<file path="src/rtl/rv32e_lsu.sv">
`default_nettype none
// ============================================================================
//  Module   : rv32e_lsu
//  Purpose  : RV32E load/store unit. Accepts one CPU load/store request at a
//             time and validates funct3 and alignment. It performs a single
//             word-addressed memory access with byte-lane enables, and returns
//             a sign/zero-extended load result or an error. A cycle counter
//             aborts accesses that do not receive mem_ack in time.
//  Ports    : clk, reset (async, active-low)
//             req_*   : CPU request handshake (req_valid/req_ready)
//             resp_*  : one-cycle response pulse with rdata / error
//             mem_*   : data memory request, byte lanes, read data and ack
//  Revision : 1.0  initial release
// ============================================================================
module rv32e_lsu #(
    parameter int TIMEOUT_CYCLES = 64
) (
    input  logic        clk,
    input  logic        reset,
    input  logic        req_valid,
    output logic        req_ready,
    input  logic        req_we,
    input  logic [2:0]  req_funct3,
    input  logic [31:0] req_addr,
    input  logic [31:0] req_wdata,
    output logic        resp_valid,
    output logic [31:0] resp_rdata,
    output logic        resp_error,
    output logic        mem_req,
    output logic        mem_we,
    output logic [31:0] mem_addr_bus,
    output logic [31:0] mem_write_data_bus,
    output logic [3:0]  mem_byte_en,
    input  logic [31:0] mem_read_data_bus,
    input  logic        mem_ack
);

    localparam logic [1:0] c_ST_IDLE   = 2'd0;
    localparam logic [1:0] c_ST_ACCESS = 2'd1;
    localparam logic [1:0] c_ST_RESP   = 2'd2;

    // The counter only needs to reach TIMEOUT_CYCLES-1.
    localparam int               c_CNT_W    = (TIMEOUT_CYCLES > 1) ? $clog2(TIMEOUT_CYCLES) : 1;
    localparam logic [c_CNT_W-1:0] c_CNT_LAST = c_CNT_W'(TIMEOUT_CYCLES - 1);

    logic [1:0]         state_q, state_d;
    logic               we_q;
    logic [2:0]         funct3_q;
    logic [31:0]        addr_q;
    logic [31:0]        wdata_q;
    logic [c_CNT_W-1:0] cnt_q;
    logic [31:0]        rdata_q;
    logic               err_q;

    logic               w_req_legal;
    logic               w_req_misal;
    logic               w_req_err;
    logic               w_timeout;
    logic [31:0]        w_lane;
    logic [31:0]        w_load_data;

    // Request decode, evaluated on the raw inputs at the handshake.
    always_comb begin
        w_req_legal = 1'b0;
        case (req_funct3)
            3'b000, 3'b001, 3'b010: w_req_legal = 1'b1;
            3'b100, 3'b101:         w_req_legal = !req_we;   // LBU/LHU have no store form
            default:                w_req_legal = 1'b0;
        endcase
        w_req_misal = ((req_funct3[1:0] == 2'b01) && req_addr[0]) ||
                      ((req_funct3[1:0] == 2'b10) && (req_addr[1:0] != 2'b00));
    end

    assign w_req_err = !w_req_legal || w_req_misal;

    // Ack in the final counted cycle wins over the timeout.
    assign w_timeout = (cnt_q == c_CNT_LAST) && !mem_ack;

    // Move the addressed byte/halfword down to bit 0, then extend.
    assign w_lane = mem_read_data_bus >> {addr_q[1:0], 3'b000};

    always_comb begin
        case (funct3_q)
            3'b000:  w_load_data = {{24{w_lane[7]}}, w_lane[7:0]};
            3'b001:  w_load_data = {{16{w_lane[15]}}, w_lane[15:0]};
            3'b100:  w_load_data = {24'd0, w_lane[7:0]};
            3'b101:  w_load_data = {16'd0, w_lane[15:0]};
            default: w_load_data = w_lane;
        endcase
    end

    // State register
    always_ff @(posedge clk or negedge reset) begin
        if (!reset) begin
            state_q <= c_ST_IDLE;
        end else begin
            state_q <= state_d;
        end
    end

    // Next-state logic
    always_comb begin
        state_d = state_q;
        case (state_q)
            c_ST_IDLE: begin
                if (req_valid) begin
                    state_d = w_req_err ? c_ST_RESP : c_ST_ACCESS;
                end
            end
            c_ST_ACCESS: begin
                if (mem_ack || w_timeout) begin
                    state_d = c_ST_RESP;
                end
            end
            c_ST_RESP: state_d = c_ST_IDLE;
            default:   state_d = c_ST_IDLE;
        endcase
    end

    // Request capture, wait counter and response data
    always_ff @(posedge clk or negedge reset) begin
        if (!reset) begin
            we_q     <= 1'b0;
            funct3_q <= 3'd0;
            addr_q   <= 32'd0;
            wdata_q  <= 32'd0;
            cnt_q    <= '0;
            rdata_q  <= 32'd0;
            err_q    <= 1'b0;
        end else begin
            case (state_q)
                c_ST_IDLE: begin
                    if (req_valid) begin
                        we_q     <= req_we;
                        funct3_q <= req_funct3;
                        addr_q   <= req_addr;
                        wdata_q  <= req_wdata;
                        cnt_q    <= '0;
                        rdata_q  <= 32'd0;
                        err_q    <= w_req_err;
                    end
                end
                c_ST_ACCESS: begin
                    if (mem_ack) begin
                        rdata_q <= we_q ? 32'd0 : w_load_data;
                        err_q   <= 1'b0;
                    end else if (w_timeout) begin
                        rdata_q <= 32'd0;
                        err_q   <= 1'b1;
                    end else begin
                        cnt_q <= cnt_q + c_CNT_W'(1);
                    end
                end
                default: begin
                    rdata_q <= 32'd0;
                    err_q   <= 1'b0;
                end
            endcase
        end
    end

    // Outputs are decoded from the current state only.
    always_comb begin
        req_ready          = 1'b0;
        resp_valid         = 1'b0;
        resp_rdata         = 32'd0;
        resp_error         = 1'b0;
        mem_req            = 1'b0;
        mem_we             = 1'b0;
        mem_addr_bus       = 32'd0;
        mem_write_data_bus = 32'd0;
        mem_byte_en        = 4'd0;
        case (state_q)
            c_ST_IDLE: req_ready = 1'b1;
            c_ST_ACCESS: begin
                mem_req      = 1'b1;
                mem_we       = we_q;
                mem_addr_bus = {addr_q[31:2], 2'b00};
                case (funct3_q[1:0])
                    2'b00: begin
                        mem_byte_en        = 4'b0001 << addr_q[1:0];
                        mem_write_data_bus = {4{wdata_q[7:0]}};
                    end
                    2'b01: begin
                        mem_byte_en        = 4'b0011 << addr_q[1:0];
                        mem_write_data_bus = {2{wdata_q[15:0]}};
                    end
                    default: begin
                        mem_byte_en        = 4'b1111;
                        mem_write_data_bus = wdata_q;
                    end
                endcase
            end
            c_ST_RESP: begin
                resp_valid = 1'b1;
                resp_rdata = rdata_q;
                resp_error = err_q;
            end
            default: ;
        endcase
    end

endmodule
`default_nettype wire
</file>
<file path="config.mk">
export PLATFORM = sky130hd
export DESIGN_NAME = rv32e_lsu
export DESIGN_NICKNAME = d
export VERILOG_FILES = /design/src/rtl/rv32e_lsu.sv
export SDC_FILE = /design/constraint.sdc
export NUM_CORES = 1
export LEC_CHECK = 0
export CORE_ASPECT_RATIO = 1.2
export CORE_MARGIN = 8
export CORE_UTILIZATION = 49
export DETAILED_ROUTE_END_ITERATION = 10
export PLACE_DENSITY = 0.87
export SYNTH_ARGS = -nofsm -noshare
export SYNTH_HDL_FRONTEND = slang
export SYNTH_SLANG_ARGS = --single-unit
</file>
<file path="constraint.sdc">
create_clock -name clk -period 4.5 [get_ports clk]
set_input_delay 0.9 -clock clk [delete_from_list [all_inputs] [get_ports clk]]
set_output_delay 0.9 -clock clk [all_outputs]
set_load 0.005 [all_outputs]
</file>
==> flow_summary_export.csv <==
group,metric,value,unit
status,status,"completed",
die,design.die.area,0.0156,mm^2
finish,regArea,0.00273,mm^2
global_route,overflow,0,
worst_setup_path,cp_num_buf_inv,1,
sta,finalCriticalPeriod,3440,ps
routing,ant_nets,0,
global_route,grt_pass1_wl,29000,um
synthesis,synth_edf_count,0,
die,fp.dieW,116,um
run,maxCapViolCount,0,
worst_hold_path,worstHoldStart,"addr_q[21]",
synthesis,synth_most_common_cell,"nand2_1",
routing,route.detailed.wl_per_inst,17.8,um
sta,setup_viol,0,
clock_network,cts_hold_buf,0,
placed_design,gp_congestion,0.859,
finish,num-fill-cells,876,
worst_setup_path,critical_path_class,"flip-flop to output port",
synthesis,syn-cell-area,0.00582,mm^2
routing,via_count,5516,
synthesis,synth_area_per_cell,8.53,um^2
sta,slew_headroom,17.0,%
clock_network,cts_tree,"done",
routing,first_pass_iters,5,
synthesis,synthArstFlopShare,100,%
synthesis,netlist_instances,683,
finish,drive_gt1_share,4.50,%
clock_network,insertion_delay,340,ps
power_and_ir_drop,p_per_area,568,mW/mm^2
clock_network,cts_sinks,109,
sta,finClkSkew,9.48,ps
power_and_ir_drop,vdd_drop_max,0.000309,V
worst_setup_path,critPathMaxFanout,16,
clock_network,clock-root-buffer,"clkbuf_16",
worst_setup_path,crit_family,"simple AND/OR/NAND/NOR gates",
synthesis,synthTopCellsByCount,"nand2_1 (236), dfrtp_1 (109), and2_1 (74), nor2_1 (40)",
finish,area_growth,41.6,%
worst_setup_path,end_kind,"output port",
clock_network,postCtsSetupBuffers,0,
clock_network,max-clock-path-buffers,2,
sta,finalHoldViolCount,0,
die,num_rows,43,
clock_network,cts_resized,0,
sta,fin_tns_setup,0,ps
finish,n_antenna_cell,0,
global_route,grt_usage,23.3,%
global_route,antenna_found_initial,1,
synthesis,ys_types,51,
placed_design,dpl.hpwl,13300,um
synthesis,synth_top_area_share,46.8,%
placed_design,io_buffers,206,
worst_setup_path,start_kind,"flip-flop",
die,core_area,0.0116,mm^2
global_route,grt_pass1_vias,5711,
die,dieHeight,135,um
sta,fin_crit_sh,76.6,%
synthesis,synth_warnings,0,
worst_setup_path,crit_required,3600,ps
routing,wl,18200,um
power_and_ir_drop,p_leak,3.81,nW
worst_setup_path,cp_data_arrival_time,2540,ps
clock_network,htreeDepth,3,
clock_network,cts_made_buffers,9,
worst_setup_path,critPathLaunch,"funct3_q[0]",
sta,rsz0062_at_grt,"no",
global_route,grt_max_degree,87,
routing,drc_errors,0,
synthesis,yosys_register_bits,109,
worst_setup_path,max_stage_delay,690,ps
power_and_ir_drop,power.total,0.00469,W
worst_setup_path,cp_cell_sequence,"nor2_1, nand2_1, a21oi_1, clkdlybuf4s50_1",
sta,hold_ws,473,ps
die,io_pins,209,
routing,vias_per_cell,5.39,
clock_network,path_clk_slew,70,ps
synthesis,yosys.area.top_type,"dfrtp_1",
sta,fmax,290,MHz
worst_setup_path,r2r_start,"state_q[1]",
die,initial_utilization,50.3,%
synthesis,synth_seq_area_share,46.8,%
synthesis,synthTopCellsByArea,"dfrtp_1 (47%), nand2_1 (15%), and2_1 (8.0%), mux2i_1 (5.3%), a21oi_1 (2.7%)",
worst_setup_path,crit_path_top_delay_cell,"nor2_1",
synthesis,synthFlopType,"dfrtp_1",
finish,finalNetCount,966,
routing,drt-initial-drc-count,400,
worst_hold_path,hp-class,"flip-flop to flip-flop",
sta,tightest_slew,1240,ps
finish,multi_input_area,0.00288,mm^2
sta,maxSlewViolCount,0,
metal layers:
layer / vias to the layer above / GRT usage, % / part of all wire [%]
met3: 37 / 5.98 / 8.4
met2: 249 / 39.1 / 49
met4: 2 / 11.3 / 3.5
met1: 2629 / 27.0 / 39
li1: 2599 / - / -
met5: - / 0 / 0.072
final timing paths:
check	to	slack, ps	cells after the start
min in group asynchronous	rdata_q[27]	730	1
worst max register to register	rdata_q[25]	1640	6
worst min-delay path	addr_q[21]	470	2
worst min register to register	addr_q[21]	470	2
max in group asynchronous	wdata_q[28]	2810	2
worst max-delay path	mem_write_data_bus[12]	1060	4
through the flow:
step | cell area, um^2 | util, % | instances | setup slack (ps)
finish | 8250 | 71.3 | 1023 | 1060
global placement | 7940 | 68.6 | 1007 | 1460
floorplan | 5830 | - | 684 | 2090
CTS | 8250 | 71.3 | 1023 | 1060
global route | 8250 | 71.3 | 1023 | 868
detailed placement | 7940 | 68.6 | 1007 | 1450
worst register-to-register path, delay by kind of cell (launching register included):
family / cells / cell delay (ps)
compound gates: 2 / 1020
buf+inv: 2 / 690
flops: 1 / 480
simple gates: 2 / 600
where the power goes:
part / switching, W / leakage, nW / internal (W)
Sequential: 0.000332 / 1.41 / 0.00136
Clock: 0.000338 / 0.147 / 0.000488
Combinational: 0.00114 / 2.25 / 0.00103
logic make-up after synthesis:
family | share of synthesized area (%)
buffers and inverters | 3.98
flip-flops | 46.8
multiplexers | 6.10
other | 0.0644
XOR/XNOR | 0.150
AND/OR/NAND/NOR | 30.7
AO/OA/AOI/OAI | 12.0
adder cells (fa/ha/maj) | 0.215
cell type report:
class                   instances  area share (%)
flip-flops and latches        109            33.1
clock buffers                  12            2.87
inverters                       4           0.182
multi-input cells             523            34.9
clock inverters                 4           0.880
repair buffers                214            25.7
well taps                     157            2.38
cell usage in the layout, fill, tap and decap left out, types with 2 or more instances in the layout:
cell             netlist  final
nand2_1              236    235
clkdlybuf4s50_1        0    205
dfrtp_1              109    109
and2_1                74     73
nor2_1                40     40
mux2i_1               31     31
a21oi_1               31     31
o21ai_0               15     15
a211o_1               15     15
a221o_1                9      9
clkbuf_16              0      9
buf_4                  4      9
nor2b_1                8      8
a32o_1                 8      8
nand3b_1               7      7
o21ai_1                7      7
nand2b_1               3      3
or2_2                  3      3
inv_1                  3      3
or3_1                  3      3
clkbuf_1              25      3
and2b_1                2      2
a2111oi_4              2      2
nand3b_2               2      2
nand3_1                2      2
conb_1                 1      2
bufinv_16              0      2
state kept, by name, summed over array words and instances (netlist names):
register	count
state_q	2
rdata_q	32
we_q	1
err_q	1
addr_q	32
wdata_q	32
cnt_q	6
funct3_q	3
No activity file was read; power rests on OpenSTA's default activity.
